[src/rtl/i2s_dac_tx.sv]
// I2S playback transmitter: buffers N-bit samples in a small FIFO and sends each one
// on both channels of an I2S frame, with the codec acting as BCLK/LRCK master.
module i2s_dac_tx #(
    parameter int N     = 16,
    parameter int DEPTH = 8
) (
    input  logic                     clk,
    input  logic                     reset,
    input  logic [N-1:0]             sample_data,
    input  logic                     valid,
    output logic                     ready,
    input  logic                     bclk,
    input  logic                     daclrc,
    output logic                     dacdat,
    output logic                     underrun,
    output logic [$clog2(DEPTH):0]   fill
);
    localparam int AW = $clog2(DEPTH);
    localparam int CW = $clog2(N + 1);

    // state | meaning
    // IDLE  | not frame-aligned, line held low until the next lr_fall
    // LEFT  | shifting the current sample on the left channel
    // RIGHT | repeating the same sample on the right channel
    typedef enum logic [1:0] {IDLE, LEFT, RIGHT} state_t;

    logic [2:0]    bclk_sync_q;
    logic [2:0]    lr_sync_q;
    logic          bclk_fall;
    logic          lr_fall;
    logic          lr_rise;

    logic [N-1:0]  mem_q [DEPTH];
    logic [AW-1:0] wr_ptr_q;
    logic [AW-1:0] rd_ptr_q;
    logic [AW:0]   fill_q;
    logic [AW:0]   fill_d;
    logic          push;
    logic          pop;
    logic          fifo_empty;
    logic          frame_start;
    logic          glitch;

    state_t        state_q;
    logic [N-1:0]  shift_q;
    logic [N-1:0]  hold_q;
    logic [CW-1:0] bitcnt_q;
    logic          dacdat_q;
    logic          underrun_q;

    // Two flops of synchronisation, the third only delays for edge detection.
    always_ff @(posedge clk or posedge reset) begin
        if (reset) begin
            bclk_sync_q <= '0;
            lr_sync_q   <= '0;
        end else begin
            bclk_sync_q <= {bclk_sync_q[1:0], bclk};
            lr_sync_q   <= {lr_sync_q[1:0], daclrc};
        end
    end

    assign bclk_fall = bclk_sync_q[2] & ~bclk_sync_q[1];
    assign lr_fall   = lr_sync_q[2] & ~lr_sync_q[1];
    assign lr_rise   = ~lr_sync_q[2] & lr_sync_q[1];

    assign fifo_empty  = (fill_q == '0);
    assign ready       = (fill_q != (AW+1)'(DEPTH));
    assign push        = valid & ready;
    assign frame_start = lr_fall & (state_q != LEFT);
    assign pop         = frame_start & ~fifo_empty;
    assign glitch      = (lr_fall & (state_q == LEFT)) | (lr_rise & (state_q != LEFT));

    always_comb begin
        fill_d = fill_q;
        if (push && !pop) begin
            fill_d = fill_q + (AW+1)'(1);
        end else if (pop && !push) begin
            fill_d = fill_q - (AW+1)'(1);
        end
    end

    always_ff @(posedge clk) begin
        if (push) begin
            mem_q[wr_ptr_q] <= sample_data;
        end
    end

    always_ff @(posedge clk or posedge reset) begin
        if (reset) begin
            wr_ptr_q <= '0;
            rd_ptr_q <= '0;
            fill_q   <= '0;
        end else begin
            if (push) begin
                wr_ptr_q <= wr_ptr_q + AW'(1);
            end
            if (pop) begin
                rd_ptr_q <= rd_ptr_q + AW'(1);
            end
            fill_q <= fill_d;
        end
    end

    // An LR edge that coincides with a BCLK fall only loads, giving the one-BCLK I2S delay.
    always_ff @(posedge clk or posedge reset) begin
        if (reset) begin
            state_q    <= IDLE;
            shift_q    <= '0;
            hold_q     <= '0;
            bitcnt_q   <= '0;
            dacdat_q   <= 1'b0;
            underrun_q <= 1'b0;
        end else begin
            underrun_q <= 1'b0;
            if (frame_start) begin
                shift_q    <= pop ? mem_q[rd_ptr_q] : '0;
                hold_q     <= pop ? mem_q[rd_ptr_q] : '0;
                underrun_q <= fifo_empty;
                bitcnt_q   <= CW'(N);
                state_q    <= LEFT;
            end else if (glitch) begin
                state_q  <= IDLE;
                dacdat_q <= 1'b0;
            end else if (lr_rise) begin
                shift_q  <= hold_q;
                bitcnt_q <= CW'(N);
                state_q  <= RIGHT;
            end else if (bclk_fall && state_q != IDLE) begin
                if (bitcnt_q != '0) begin
                    dacdat_q <= shift_q[N-1];
                    shift_q  <= {shift_q[N-2:0], 1'b0};
                    bitcnt_q <= bitcnt_q - CW'(1);
                end else begin
                    dacdat_q <= 1'b0;
                end
            end
        end
    end

    assign dacdat   = dacdat_q;
    assign underrun = underrun_q;
    assign fill     = fill_q;

endmodule

[config.mk]
export PLATFORM = sky130hd
export DESIGN_NAME = i2s_dac_tx
export DESIGN_NICKNAME = d
export VERILOG_FILES = /design/src/rtl/i2s_dac_tx.sv
export SDC_FILE = /design/constraint.sdc
export NUM_CORES = 1
export LEC_CHECK = 0
export ABC_AREA = 1
export BUFFER_PORTS_ARGS = -buffer_cell sky130_fd_sc_hd__buf_2
export CELL_PAD_IN_SITES_DETAIL_PLACEMENT = 1
export CELL_PAD_IN_SITES_GLOBAL_PLACEMENT = 1
export CORE_AREA = 2 2 146 148
export CTS_CLUSTER_SIZE = 20
export DETAILED_ROUTE_END_ITERATION = 10
export DIE_AREA = 0 0 148 150
export MAX_ROUTING_LAYER = met4
export PLACE_DENSITY_LB_ADDON = 0.08
export REMOVE_ABC_BUFFERS = 1
export SLEW_MARGIN = 20
export SYNTH_ARGS = -nofsm -noshare
export SYNTH_HDL_FRONTEND = slang
export SYNTH_SLANG_ARGS = --single-unit
export TNS_END_PERCENT = 50
[constraint.sdc]
create_clock -name clk -period 3.91 [get_ports clk]
set_input_delay 0.5865 -clock clk [delete_from_list [all_inputs] [get_ports clk]]
set_output_delay 0.5865 -clock clk [all_outputs]
set_load 0.02 [all_outputs]
Word-level counts from Yosys, hierarchy flattened. Memory sizes are Yosys's and may differ from the RTL's. Cells that the tools add are included.

Bits in writable memories: 128. Bits in registers: 57. Output and inout bits: 7. Memories: 1. Word-level logic and storage cells: 74.

Memory list: mem_q (words 8, width 16, rd ports 1, clocked after memory_dff 0, wr ports 1, RTL line 33) `logic [N-1:0] mem_q [DEPTH];`.

Reductions and logical operators: 15. Eq/ne operators: 5. Mux-type cells: 23. $add $sub $neg: 5. Bitwise logic cells: 14.

Operators with widths (number): 16-bit 2-to-1 mux (6); 5-bit 2-to-1 mux (5); 3-bit nonzero test (3); 1-bit AND (8); 4-bit 2-to-1 mux (2); 1-bit 2-to-1 mux (7); 3-bit by 1-bit adder with 3-bit output (second input constant) (2); 2-bit 2-to-1 mux (3); 3-bit AND reduction (2); 2-bit nonzero test (3); 1-bit inverter (5); 5-bit nonzero test (1); 5-bit by 1-bit subtractor with 5-bit output (second input constant) (1); 4-bit by 1-bit adder with 4-bit output (second input constant) (1); 4-bit logical NOT (1); 2-bit by 1-bit != test with 1-bit output (second input constant) (2); 4-bit != test (second input constant) (1); 4-bit by 1-bit subtractor with 4-bit output (second input constant) (1); 1-bit logical AND (3); 2-bit by 1-bit equality test with 1-bit output (second input constant) (1); 1-bit logical NOT (2); 2-bit != test (second input constant) (1); 1-bit bitwise OR (1).

Logic depth before layout (Yosys ltp).
Word-level depth: 7. Mapped depth: 16.

Least setup slack after synthesis. OpenSTA, ideal clock, no wires.

Kind: reg-to-reg. Start point: register fill_q[0] (netlist: fill[0]). End point: memory mem_q[4][0], enable pin. Stages on the path, launching flop included: 6. Library setup time: 388 ps. Required time: 3522 ps. Slack: 1550 ps. Path buffers: 0. Period minus slack after synthesis: 2360 ps. Arrival: 1971 ps. Cell sequence: dfrtp_1 nor2_1 nand3_1 nand2_1 or2_2 nor2_1.

Longest elaborated chain between the ends: 4.

Ends and longest elaborated chain: start: declaration (RTL line 36) `logic [AW:0] fill_q;`; start signal: assignment (RTL line 100) `fill_q <= fill_d;`; 4-bit != test (RTL line 67) `assign ready = (fill_q != (AW+1)'(DEPTH));`; named net ready (RTL line 11) `output logic ready,`; 1-bit AND (RTL line 68) `assign push = valid & ready;`; 1-bit 2-to-1 mux (RTL line 83) `if (push) begin`; 1-bit 2-to-1 mux (implied by the code) (RTL line 84) `mem_q[wr_ptr_q] <= sample_data;`; end: declaration (RTL line 33).

The timed path passes the listed nets, and every way through them passes these cells.

Final worst setup path.
Start point: register lr_sync_q[2]. End point: register fill_q[3] (netlist: fill[3]).

Longest elaborated chain between the ends: 6. Elaborated cells between the ends (all ways): 8.

Ends and longest elaborated chain: start: declaration (RTL line 28) `logic [2:0] lr_sync_q;`; start signal: assignment (RTL line 58) `lr_sync_q <= {lr_sync_q[1:0], daclrc};`; 1-bit AND * (RTL line 63) `assign lr_fall = lr_sync_q[2] & ~lr_sync_q[1];`; 1-bit AND * (RTL line 69) `assign frame_start = lr_fall & (state_q != LEFT);`; 1-bit AND * (RTL line 70) `assign pop = frame_start & ~fifo_empty;`; 1-bit logical NOT (RTL line 75) `if (push && !pop) begin`; 1-bit logical AND (RTL line 75); 4-bit 2-to-1 mux / 2-bit nonzero test (equally long branches).

Every way passes the cells marked *; elsewhere a longest branch is shown, timed or not. A chain may end at the register's enable or synchronous reset.

==> out/metrics.yaml <==
run_status:
  outcome: "finished, final reports clean"
clock_network:
  cts_buffer_depth: 2
  cts_resized: 0
  cts-root-buf: "clkbuf_16"
  cts.sinks: 185
  clkTransAtPathRegs_ns: 0.07
  cts_setup_buffers: 0
  numCtsBuffers: 17
  cts-hold-fix-buffers: 0
  cts_tree: "built"
  clk_latency_ns: 0.43
  htreeDepth: 4
sta:
  min_period_over_period: 0.732
  max_freq_mhz: 349
  maxSlewViolCount: 0
  tightest_slew_ns: 1.01
  fin_ws_ns: 1.05
  finalSetupTns_ns: 0
  slew_headroom: 0.328
  finalHoldViolCount: 0
  min_period_ns: 2.86
  skew_ns: 0.00640
  fin_hold_ws_ns: 0.266
  final-setup-viol-count: 0
  rsz0062_at_grt: "no"
finish:
  final_core_util: 0.443
  final_cell_count_no_fill: 1152
  syn2layout_area_growth_pct: 12.2
  nets: 893
  fill_cells: 2348
  stdcell_area_sq_um: 9170
  drive_gt1_frac: 0.111
yosys:
  ys_warn_count: 0
  synth_mux_area_frac: 0
  synth_compound_area_frac: 0.0533
  synth_top_family_by_area: "simple AND/OR/NAND/NOR gates"
  synthTopCellsByCount: "232 x nand2_1, 143 x inv_1, 128 x edfxtp_1"
  synth-adder-area-share: 0.0116
  yosysSeqAreaShare: 0.645
  ys_top_cells_by_area: "edfxtp_1 47%, dfrtp_1 17%, nand2_1 11%"
  yosysTopAreaCellShare: 0.470
  synth_flop_cell: "edfxtp_1"
  netlist_area_sq_um: 8170
  synthCells: 838
  synth_edf_count: 128
  yosysTopAreaCell: "edfxtp_1"
  ys_types: 31
  synth_simple_gate_area_share: 0.195
  synthArstFlopShare: 0.308
  synthXorXnorAreaFrac: 0.00643
  synth.most_common_cell: "nand2_1"
  avgSynthCellArea_sq_um: 9.75
  synth-seq-cells: 185
placed_design:
  place.gp.congestion: 0.739
  dp.cells: 1121
  place_area_sq_um: 8600
  port_buffers: 27
  hpwl_microns: 11800
  dp_slack_ns: 1.01
setup_path:
  startpoint: "lr_sync_q[2]"
  cp-end-kind: "flip-flop"
  reg2reg_depth: 16
  cp_max_fo: 22
  cpMaxStageDelayCell: "dfrtp_1"
  crit_type: "flip-flop to flip-flop"
  crit_arrival_ns: 3.19
  cp-start-kind: "flip-flop"
  crit_end: "fill[3]"
  required_ns: 4.23
  max_stage_delay_ns: 0.42
  cp_cell_sequence: "inv_2 -> nor2_2 -> nand2_2 -> nor2_2 -> buf_4 -> inv_1 -> ha_1 -> inv_1 -> ha_1 -> nand2_1 -> inv_1 -> o21ai_0 -> a21o_1 -> nand2_1 -> nand2_1 -> nand2_1"
  timing.critical_path.mode_cell: "nand2_1"
  r2r-start: "lr_sync_q[2]"
  rr_endpoint: "fill[3]"
  reg2reg_slack_ns: 1.05
floorplanning:
  die-area_sq_um: 22200
  die_height_microns: 150
  ios: 28
  fp-row-count: 53
  die_w_microns: 148
  core_area_sq_um: 20700
  start_util: 0.395
run:
  max_cap_viol_count: 0
detailed_routing:
  antenna_left: 0
  viasPerCell: 4.86
  wl_per_cell_microns: 16.9
  wl_microns: 19500
  dr.pass1.iters: 4
  drc_errors: 0
  via_count: 5600
  drt_iter0_drc: 207
power_and_ir_drop:
  p_leak_nw: 4.13
  vdd_drop_max_mv: 0.441
  p_seq_frac: 0.421
  pwr-share-clk: 0.261
  p_sw_frac: 0.364
  power_frac_comb: 0.318
  fin_total_pwr_mw: 6.51
  p_switching_mw: 2.37
  powerDensity_nw_per_um2: 710
  p_int_mw: 4.14
global_routing:
  antenna_found_initial: 1
  gr-total-overflow: 0
  first_global_vias: 5905
  grt_pass1_wl_microns: 31600
  track_usage: 0.195
  grt_max_degree: 67
min_path:
  min_path_type: "input pin to flip-flop"
==> final cells by class <==
class / count / area, sq um / area share
clock inverter: 13 / 145 / 0.0158
timing repair buffer: 43 / 255 / 0.0278
clock buffer: 17 / 425 / 0.0464
sequential: 185 / 5270 / 0.575
antenna: 1 / 2.50 / 0.000273
tap: 275 / 344 / 0.0375
inverter: 148 / 556 / 0.0606
multi-input combinational: 470 / 2170 / 0.237
==> flip-flops by register name, indices dropped and copies added, names as in the netlist, 2 cells and up <==
signal       flops
mem_q          128
hold_q          16
shift_q         16
bitcnt_q         5
fill             4
bclk_sync_q      3
lr_sync_q        3
rd_ptr_q         3
wr_ptr_q         3
state_q          2
==> worst max-delay path, delay by kind of cell, from the launching register on <==
kind	cells	cell delay, ns
AOI/OAI and AO/OA	2	0.41
adders and majority gates	2	0.45
buffers and inverters	5	0.62
DFF	1	0.42
and+or+nand+nor	7	0.84
==> placed cells by master (no fill, tap or decap), drive strengths merged <==
master    count
xor2          3
nand3       102
a21o          1
inv         153
nand2       236
nor2         35
bufinv        2
edfxtp      128
nand3b        1
or2           2
a21oi        37
o21ai        41
ha            6
clkbuf       17
diode         1
buf          43
dfrtp        57
nor3          1
clkinv        4
clkinvlp      2
nand4         1
fa            1
xnor2         3
==> power by group through the flow <==
stage	clock network [mW]	logic, mW	registers, mW
floorplan	0	1.26	2.87
global placement	0	2.03	2.76
detailed placement	0	2.11	2.78
CTS	1.74	2.12	2.74
global route	1.81	2.38	2.78
finish	1.70	2.07	2.74
==> layer usage <==
| layer | global-route usage | routed length, microns |
|---|---|---|
| met1 | 0.235 | 8850 |
| met2 | 0.338 | 10000 |
| met4 | 0.0433 | 158 |
| met5 | - | 0 |
| met3 | 0.0415 | 464 |
==> worst min path at each step <==
stage / startpoint / to / slack [ns] / cells past startpoint
2_1_floorplan: bclk_sync_q[0] / bclk_sync_q[1] / 0.33 / 0
3_3_place_gp: lr_sync_q[0] / lr_sync_q[1] / 0.34 / 0
3_5_place_dp: bclk_sync_q[0] / bclk_sync_q[1] / 0.34 / 0
4_1_cts: bclk / bclk_sync_q[0] / 0.25 / 1
5_1_grt: bclk / bclk_sync_q[0] / 0.24 / 1
6_report: bclk / bclk_sync_q[0] / 0.27 / 1
==> logic make-up (layout without fill, tap and decap cells) <==
kind of cell / after synthesis / in the layout
adder cells (fa/ha/maj): 7 / 7
other: 0 / 1
XOR/XNOR: 6 / 6
flip-flops: 185 / 185
AO/OA/AOI/OAI: 79 / 79
buffers and inverters: 183 / 221
AND/OR/NAND/NOR: 378 / 378
No activity file was read; power rests on OpenSTA's default activity.
